<file path="src/rtl/exec_muldiv_unit.sv">
// Iterative RV32M multiply/divide unit for the execute stage.
// Latency: XLEN/UNROLL + 1 cycles from acceptance; divide-by-zero and signed overflow answer in 1 cycle.
// Backpressure: stall_ao holds execute until the valid_o cycle; ready_o accepts only in IDLE; squash aborts.
//
// Ports:
//   clk_i, rst_ni      clock, asynchronous active-low reset
//   valid_i, op_i      request strobe and operation (MUL..REMU encoded 0..7)
//   a_i, b_i           rs1 / rs2 operands
//   squash_i           abort any in-flight operation, block acceptance
//   ready_o            idle, can accept
//   stall_ao           combinational stall request towards hazard logic
//   valid_o, result_o  one-cycle result pulse; result_o holds between pulses
module exec_muldiv_unit #(
   parameter int XLEN   = 32,
   parameter int UNROLL = 1
) (
   input  logic            clk_i,
   input  logic            rst_ni,
   input  logic            valid_i,
   input  logic [2:0]      op_i,
   input  logic [XLEN-1:0] a_i,
   input  logic [XLEN-1:0] b_i,
   input  logic            squash_i,
   output logic            ready_o,
   output logic            stall_ao,
   output logic            valid_o,
   output logic [XLEN-1:0] result_o
);
   localparam int N  = XLEN / UNROLL;
   localparam int CW = $clog2(N) + 1;

   typedef enum logic [1:0] {IDLE, RUN, DONE} state_e;

   state_e          state_q, state_d;
   logic [2:0]      op_q;
   logic            a_neg_q, b_neg_q;
   logic [XLEN-1:0] m_q;          // multiplicand (multiply) or divisor (divide) magnitude
   logic [XLEN-1:0] hi_q, lo_q;   // mul: {partial sum, multiplier}; div: {remainder, dividend->quotient}
   logic [CW-1:0]   cnt_q;
   logic            valid_q;
   logic [XLEN-1:0] result_q;

   // ---------------- request decode ----------------
   logic            a_sgn, b_sgn, a_neg, b_neg, is_div, div_zero, div_ovf, fast, accept;
   logic [XLEN-1:0] a_mag, b_mag, fast_res;

   always_comb begin
      a_sgn    = !(op_i == 3'd3 || op_i == 3'd5 || op_i == 3'd7);
      b_sgn    = a_sgn && (op_i != 3'd2);
      a_neg    = a_sgn & a_i[XLEN-1];
      b_neg    = b_sgn & b_i[XLEN-1];
      a_mag    = a_neg ? -a_i : a_i;
      b_mag    = b_neg ? -b_i : b_i;
      is_div   = op_i[2];
      div_zero = is_div && (b_i == '0);
      // Only signed DIV/REM (op bit 0 clear) can overflow.
      div_ovf  = is_div && !op_i[0] && (a_i == {1'b1, {(XLEN-1){1'b0}}}) && (b_i == '1);
      fast     = div_zero | div_ovf;
      // op bit 1 selects remainder among the divide ops.
      if (div_zero) fast_res = op_i[1] ? a_i : '1;
      else          fast_res = op_i[1] ? '0  : a_i;
      accept   = valid_i & ready_o & ~squash_i;
   end

   // ---------------- UNROLL iteration steps ----------------
   logic [XLEN-1:0] hi_n, lo_n;
   logic [XLEN:0]   rem_t, sum;
   logic            qbit;

   always_comb begin
      hi_n  = hi_q;
      lo_n  = lo_q;
      rem_t = '0;
      sum   = '0;
      qbit  = 1'b0;
      for (int i = 0; i < UNROLL; i++) begin
         if (op_q[2]) begin
            // Restoring division: shift in the next dividend bit, subtract if it fits.
            rem_t = {hi_n, lo_n[XLEN-1]};
            qbit  = (rem_t >= {1'b0, m_q});
            if (qbit) rem_t = rem_t - {1'b0, m_q};
            hi_n  = rem_t[XLEN-1:0];
            lo_n  = {lo_n[XLEN-2:0], qbit};
         end else begin
            // Shift-add: the multiplier drains out of lo as product bits shift in.
            sum  = {1'b0, hi_n} + (lo_n[0] ? {1'b0, m_q} : {(XLEN+1){1'b0}});
            hi_n = sum[XLEN:1];
            lo_n = {sum[0], lo_n[XLEN-1:1]};
         end
      end
   end

   // ---------------- sign correction and result select ----------------
   logic [2*XLEN-1:0] prod;
   logic [XLEN-1:0]   quo, rem, run_res;

   always_comb begin
      prod = {hi_n, lo_n};
      if (a_neg_q ^ b_neg_q) prod = -prod;
      quo = lo_n;
      if (a_neg_q ^ b_neg_q) quo = -quo;
      rem = hi_n;
      if (a_neg_q) rem = -rem;
      unique case (op_q)
         3'd0:             run_res = prod[XLEN-1:0];
         3'd1, 3'd2, 3'd3: run_res = prod[2*XLEN-1:XLEN];
         3'd4, 3'd5:       run_res = quo;
         default:          run_res = rem;
      endcase
   end

   // ---------------- FSM ----------------
   always_comb begin
      state_d = state_q;
      unique case (state_q)
         IDLE: if (accept) state_d = fast ? DONE : RUN;
         RUN: begin
            if (squash_i)                 state_d = IDLE;
            else if (cnt_q == CW'(1))     state_d = DONE;
         end
         DONE:    state_d = IDLE;
         default: state_d = IDLE;
      endcase
   end

   always_ff @(posedge clk_i or negedge rst_ni) begin
      if (!rst_ni) begin
         state_q  <= IDLE;
         op_q     <= '0;
         a_neg_q  <= 1'b0;
         b_neg_q  <= 1'b0;
         m_q      <= '0;
         hi_q     <= '0;
         lo_q     <= '0;
         cnt_q    <= '0;
         valid_q  <= 1'b0;
         result_q <= '0;
      end else begin
         state_q <= state_d;
         // A squash in the last RUN cycle diverts state_d to IDLE, so no pulse.
         valid_q <= (state_d == DONE);
         if (accept) begin
            op_q    <= op_i;
            a_neg_q <= a_neg;
            b_neg_q <= b_neg;
            m_q     <= is_div ? b_mag : a_mag;
            hi_q    <= '0;
            lo_q    <= is_div ? a_mag : b_mag;
            cnt_q   <= CW'(N);
            if (fast) result_q <= fast_res;
         end else if (state_q == RUN && !squash_i) begin
            hi_q  <= hi_n;
            lo_q  <= lo_n;
            cnt_q <= cnt_q - CW'(1);
            if (cnt_q == CW'(1)) result_q <= run_res;
         end
      end
   end

   assign ready_o  = (state_q == IDLE);
   assign valid_o  = valid_q;
   assign result_o = result_q;
   assign stall_ao = valid_i & ~valid_o & ~squash_i;

endmodule
</file>
<file path="config.mk">
export PLATFORM = sky130hd
export DESIGN_NAME = exec_muldiv_unit
export DESIGN_NICKNAME = d
export VERILOG_FILES = /design/src/rtl/exec_muldiv_unit.sv
export SDC_FILE = /design/constraint.sdc
export NUM_CORES = 1
export LEC_CHECK = 0
export CAP_MARGIN = 10
export CELL_PAD_IN_SITES_DETAIL_PLACEMENT = 1
export CELL_PAD_IN_SITES_GLOBAL_PLACEMENT = 1
export CORE_MARGIN = 2
export CORE_UTILIZATION = 49
export DETAILED_ROUTE_END_ITERATION = 10
export GPL_ROUTABILITY_DRIVEN = 0
export PLACE_DENSITY_LB_ADDON = 0.1
export RECOVER_POWER = 100
export SYNTH_ARGS = -nofsm -noshare
export SYNTH_HDL_FRONTEND = slang
export SYNTH_SLANG_ARGS = --single-unit
</file>
<file path="constraint.sdc">
create_clock -name clk_i -period 8 [get_ports clk_i]
set_input_delay 1.6 -clock clk_i [delete_from_list [all_inputs] [get_ports clk_i]]
set_output_delay 1.6 -clock clk_i [all_outputs]
set_load 0.02 [all_outputs]
</file>
==> metrics.txt, run 1 <==
failing checks=max-capacitance violations, max-slew violations; die height=184 µm; root buffer cell=clkbuf_16; Tcrit/Tclk final=0.861; setup_tns=0 ns; Post-CTS Resized=0; YS warnings=0; DR WL/cell=27.4 µm; Initial Util=0.500; CP Launch Type=input pin; Final Skew=0.0120 ns; Critical Path Fanout Max=81; count of different cell masters after synthesis=100; Leak Pwr=7.14 nW; Fill cells=4020; antenna violations before repair=6; Die X=184 µm; overall routing resource usage=0.428; Pwr Density=440 mW/mm²; Max VDD drop=234 µV; clock buffer count from CTS=17; DRC violations left=0; slowest CP cell=clkbuf_1; Top Family by Delay on Critical Path=buffers and inverters; post-layout min period=6.89 ns; GRT overflow=0; Antenna Violating Nets Remaining=0; Area contributors post-synth=dfrtp_1, o21ai_0, nand2_1; hold buffers post-CTS=0; Max Slew Vio Count=226; final hold vios=0; Max Cap Violations=4; crit-path cells=dlygate4sd3_1 > nor3b_1 > clkbuf_1 > nor2_1 > buf_4 > nand2_1 > o21ai_0; r2r startpoint=m_q[16]$_DFFE_PN0P_; Slew @ Worst Pin=5.10 ns; Site Rows=65; first drt pass iteration count=6; Mean Syn Cell Area=7.32 µm²; layout cells sized above 1=0.0456; Hold Path Depth=1; CP Capture Type=flip-flop; synthesized instance count=2174; Port Buf Inserts=105; Tot Pwr=0.00781 W; Die ar.=0.0339 mm²; via count=18400; Critical Path RT=8.24 ns; Multi-input gate area=0.0116 mm²; Post-synth top flop=dfrtp_1; num ports=106; largest net degree at the start of global routing=102; clock slew at reported path FFs=0.06 ns; Setup WS post-layout=1.11 ns; Design Area, Final=0.0177 mm²; crit-path max cell delay=2.61 ns; Yosys reg bits=142; Yosys top cell area share=0.223; final setup violation count=0; RR Endpoint=result_o[14]$_DFFE_PN0P_; CTS max path bufs=2; R2R cell count=20; clock latency on the worst-skew pair=0.45 ns; top post-synthesis cells by count=nand2_1, o21ai_0, a21oi_1; Nets=2346; Post-CTS Setup Inserts=0; register area=0.00356 mm²; area leader, netlist=dfrtp_1; Core Region=0.0318 mm²; Post-Place Cells=2618; DRT iter0 DRCs=2202; fin cells=2650; Hold Path End=result_o[11]$_DFFE_PN0P_; placed cell area=0.0172 mm²; Post-synth EDFFs=0; CTS tree=yes; critical hold path startpoint=result_o[11]$_DFFE_PN0P_; FFs w/ async S/R, synth=1.00; Netlist Area Pre-Place=0.0159 mm²; vias in the first global route=18100; hpwl dp=56500 µm; n_diodes=0; Hold Crit Class=flip-flop to flip-flop; most common cell in the netlist=nand2_1; Setup CP Type=input pin to flip-flop; Reg2Reg Setup Slack=1.67 ns; unrepaired setup endpoints after global routing=no; H-tree levels=4; drt total wl=72600 µm; run status=finished, violations left; CP arrival=7.13 ns; vias per cell=6.95; Mapped Nets=2318; Crit path buffers/inverters=3; area delta synth->final=11.6%; fmax=0.145 GHz; Post-Place Setup Slack=2.12 ns; Seq/Total Area, Yosys=0.223; first-pass GRT wire length=110000 µm; # clock sinks=142; Slew HR=-2.40
[metal layers]
| metal | vias up | share of wire | global-route usage |
|---|---|---|---|
| met5 | - | 0.00074 | 0 |
| met3 | 325 | 0.094 | 0.0885 |
| met1 | 8916 | 0.38 | 0.529 |
| met2 | 1104 | 0.44 | 0.667 |
| li1 | 8077 | - | - |
| met4 | 8 | 0.082 | 0.301 |
[layout by cell type (no fill, tap or decap), types with 22 or more instances in the layout]
| cell | netlist | layout |
|---|---|---|
| nand3_1 | 46 | 47 |
| ha_1 | 71 | 71 |
| dfrtp_1 | 142 | 141 |
| nand4_1 | 30 | 30 |
| nor3_1 | 73 | 73 |
| clkdlybuf4s50_1 | 0 | 65 |
| or3_1 | 22 | 22 |
| and2_1 | 53 | 51 |
| o31ai_1 | 35 | 35 |
| dlygate4sd3_1 | 0 | 38 |
| o21ai_0 | 243 | 246 |
| xnor2_1 | 89 | 88 |
| xor2_1 | 70 | 69 |
| nor4_1 | 21 | 22 |
| nand2_1 | 287 | 287 |
| nor2_1 | 158 | 158 |
| o211ai_1 | 65 | 65 |
| buf_4 | 8 | 22 |
| mux2i_1 | 46 | 46 |
| a21o_1 | 30 | 30 |
| a21oi_1 | 192 | 192 |
| inv_1 | 64 | 64 |
[worst max path at each step]
stage                        startpoint                        to  cells past startpoint
floorplan                        b_i[4]   result_o[0]$_DFFE_PN0P_                     10
detailed placement               b_i[4]  result_o[11]$_DFFE_PN0P_                     12
global placement                 b_i[4]  result_o[11]$_DFFE_PN0P_                     12
global route                   squash_i      hi_q[26]$_DFFE_PN0P_                      7
finish                         squash_i      hi_q[26]$_DFFE_PN0P_                      7
CTS                 lo_q[0]$_DFFE_PN0P_  result_o[27]$_DFFE_PN0P_                     17
[logic make-up after synthesis]
kind of cell,after synthesis,share of synthesized area
AOI/OAI and AO/OA,781,0.312
xor gates and xnor gates,159,0.0875
adders and majority gates,73,0.0584
buffers and inverters,190,0.0493
DFF,142,0.223
muxes,52,0.0334
and+or+nand+nor,777,0.236
[registers in the layout, summed over array words and instances, names as in the netlist]
signal / flops
valid_o: 1
hi_q: 32
op_q: 3
a_neg_q: 1
state_q: 2
b_neg_q: 1
result_o: 32
lo_q: 32
cnt_q: 6
m_q: 32
[area by class of cell]
class                      count  area share
clock inverter                13     0.00860
inverter                      65      0.0137
tap                          435      0.0307
sequential                   142       0.200
multi-input combinational   1842       0.652
clock buffer                  19      0.0255
timing repair buffer         134      0.0694
[report_power, final]
group	leakage [nW]	internal, W	switching (W)
Combinational	5.05	0.00183	0.00377
Clock	0.281	0.000483	0.000380
Sequential	1.82	0.000978	0.000368
Total	7.14	0.00329	0.00451
[metrics by stage]
step	hold slack (ns)	util
6_report	0.489	0.558
5_1_grt	0.528	0.558
4_1_cts	0.500	0.561
3_5_place_dp	0.482	0.542
3_3_place_gp	0.466	0.542
2_1_floorplan	0.462	-
(Power assumes the default switching activity.)
==> run 2, diff against run 1 <==
--- a/config.mk
+++ b/config.mk
@@ -9,11 +9,12 @@
 export CELL_PAD_IN_SITES_DETAIL_PLACEMENT = 1
 export CELL_PAD_IN_SITES_GLOBAL_PLACEMENT = 1
 export CORE_MARGIN = 2
-export CORE_UTILIZATION = 49
+export CORE_UTILIZATION = 25
 export DETAILED_ROUTE_END_ITERATION = 10
 export GPL_ROUTABILITY_DRIVEN = 0
 export PLACE_DENSITY_LB_ADDON = 0.1
 export RECOVER_POWER = 100
+export REMOVE_ABC_BUFFERS = 1
 export SYNTH_ARGS = -nofsm -noshare
 export SYNTH_HDL_FRONTEND = slang
 export SYNTH_SLANG_ARGS = --single-unit
==> metrics.txt, run 2 (synthesis gave the netlist of run 1 again) <==
Core Region=0.0630 mm²; clock slew at reported path FFs=0.07 ns; DR WL/cell=25.8 µm; RR Endpoint=result_o[27]$_DFFE_PN0P_; Antenna Violating Nets Remaining=0; Setup CP Type=flip-flop to flip-flop; Critical Path Fanout Max=34; hold buffers post-CTS=0; run status=finished, violations left; final setup violation count=0; R2R cell count=16; post-layout min period=6.53 ns; Util after Layout=0.292; CTS max path bufs=2; Max VDD drop=209 µV; H-tree levels=4; DRC violations left=0; Leak Pwr=7.22 nW; Critical Path End=result_o[27]$_DFFE_PN0P_; vias in the first global route=17400; clock latency on the worst-skew pair=0.48 ns; Post-Place Cells=3041; r2r startpoint=lo_q[0]$_DFFE_PN0P_; Die X=256 µm; DRT iter0 DRCs=1318; Initial Util=0.253; fin cells=3073; CP arrival=6.86 ns; Max Slew Vio Count=146; via count=17100; Slew HR=-1.82; vias per cell=5.57; first drt pass iteration count=5; Hold Path Depth=2; antenna violations before repair=6; Reg2Reg Setup Slack=1.47 ns; Die ar.=0.0657 mm²; final hold vios=0; most frequent cells in the layout=nand2_1, o21ai_0, a21oi_1, nor2_1, dfrtp_1; area delta synth->final=15.6%; Hold Crit Class=flip-flop to flip-flop; Max Cap Violations=3; CP Capture Type=flip-flop; Nets=2358; fmax=0.153 GHz; largest net degree at the start of global routing=122; critical hold path startpoint=result_o[3]$_DFFE_PN0P_; unrepaired setup endpoints after global routing=no; GRT overflow=0; # clock sinks=142; Fill cells=7674; first-pass GRT wire length=118000 µm; num ports=106; Port Buf Inserts=105; Worst Setup SP=lo_q[0]$_DFFE_PN0P_; Final Skew=0.0151 ns; drt total wl=79200 µm; Post-Place Setup Slack=1.62 ns; die height=256 µm; failing checks=max-capacitance violations, max-slew violations; Site Rows=92; Slew @ Worst Pin=4.23 ns; layout cells sized above 1=0.0503; Post-CTS Setup Inserts=0; root buffer cell=clkbuf_16; n_diodes=0; Post-CTS Resized=0; Critical Path RT=8.33 ns; clock buffer count from CTS=17; Tcrit/Tclk final=0.816; hpwl dp=62400 µm; CTS tree=yes; Setup WS post-layout=1.47 ns; Pwr Density=417 mW/mm²; overall routing resource usage=0.238; CP Launch Type=flip-flop; leading cell type in the layout, fill and taps excluded=nand2_1
## run 2: cell types whose count changed in the layout (fill, tap and decap cells not counted), moves of 2 or more
cell / previous run / this run
and2_1: 51 / 48
and2_0: 3 / 6
clkinvlp_4: 5 / 3
buf_4: 22 / 32
## run 2: worst min-delay path by stage
stage                                         end  slack, ns
after floorplan              state_q[0]$_DFF_PN0_       0.46
after global placement    result_o[3]$_DFFE_PN0P_       0.47
after detailed placement  result_o[3]$_DFFE_PN0P_       0.47
after CTS                 result_o[3]$_DFFE_PN0P_       0.49
after global routing      result_o[5]$_DFFE_PN0P_       0.51
final                     result_o[3]$_DFFE_PN0P_       0.48
## run 2: stage by stage
stage	total power [W]	area (µm²)	TNS (ns)	hold WS, ns
finish	0.00766	18400	0	0.481
global route	0.00822	18400	0	0.508
CTS	0.00770	18500	0	0.491
detailed placement	0.00673	17900	0	0.475
global placement	0.00671	17900	0	0.468
floorplan	0.00475	15400	-78.04	0.462
## run 2: area by class of cell
cell class / count / area (µm²) / area share
multi-input combinational: 1842 / 11600 / 0.629
sequential: 142 / 3560 / 0.193
timing repair buffer: 146 / 1340 / 0.0727
tap: 846 / 1060 / 0.0576
clock buffer: 19 / 453 / 0.0246
inverter: 65 / 244 / 0.0133
clock inverter: 13 / 179 / 0.00973
## run 2: critical path: stages, from the launching register on
cell       delay, ns
dfrtp_1         0.32
buf_4           0.35
and2_1          0.19
ha_1            0.26
and2_0          0.19
a221oi_1        0.88
a21oi_1         0.45
nor4_1          0.70
nor2_1          0.21
nor3b_1         0.21
nor3b_1         0.61
o21a_1          0.24
nand4_1         0.30
o211ai_1        0.30
o41ai_1         0.11
a2111oi_0       0.93
nor3_1          0.09
## run 2: per-layer routing
layer,wire length [µm],part of all wire,track usage
met1,37200,0.47,0.326
met2,36800,0.46,0.392
met3,3060,0.039,0.0220
met4,2060,0.026,0.0765
met5,12,0.00015,0
## run 2: power by group
part           internal (W)  switching [W]  leakage (nW)
Clock              0.000515       0.000395         0.301
Combinational       0.00185        0.00360          5.10
Sequential         0.000978       0.000323          1.82
Total               0.00335        0.00432          7.22
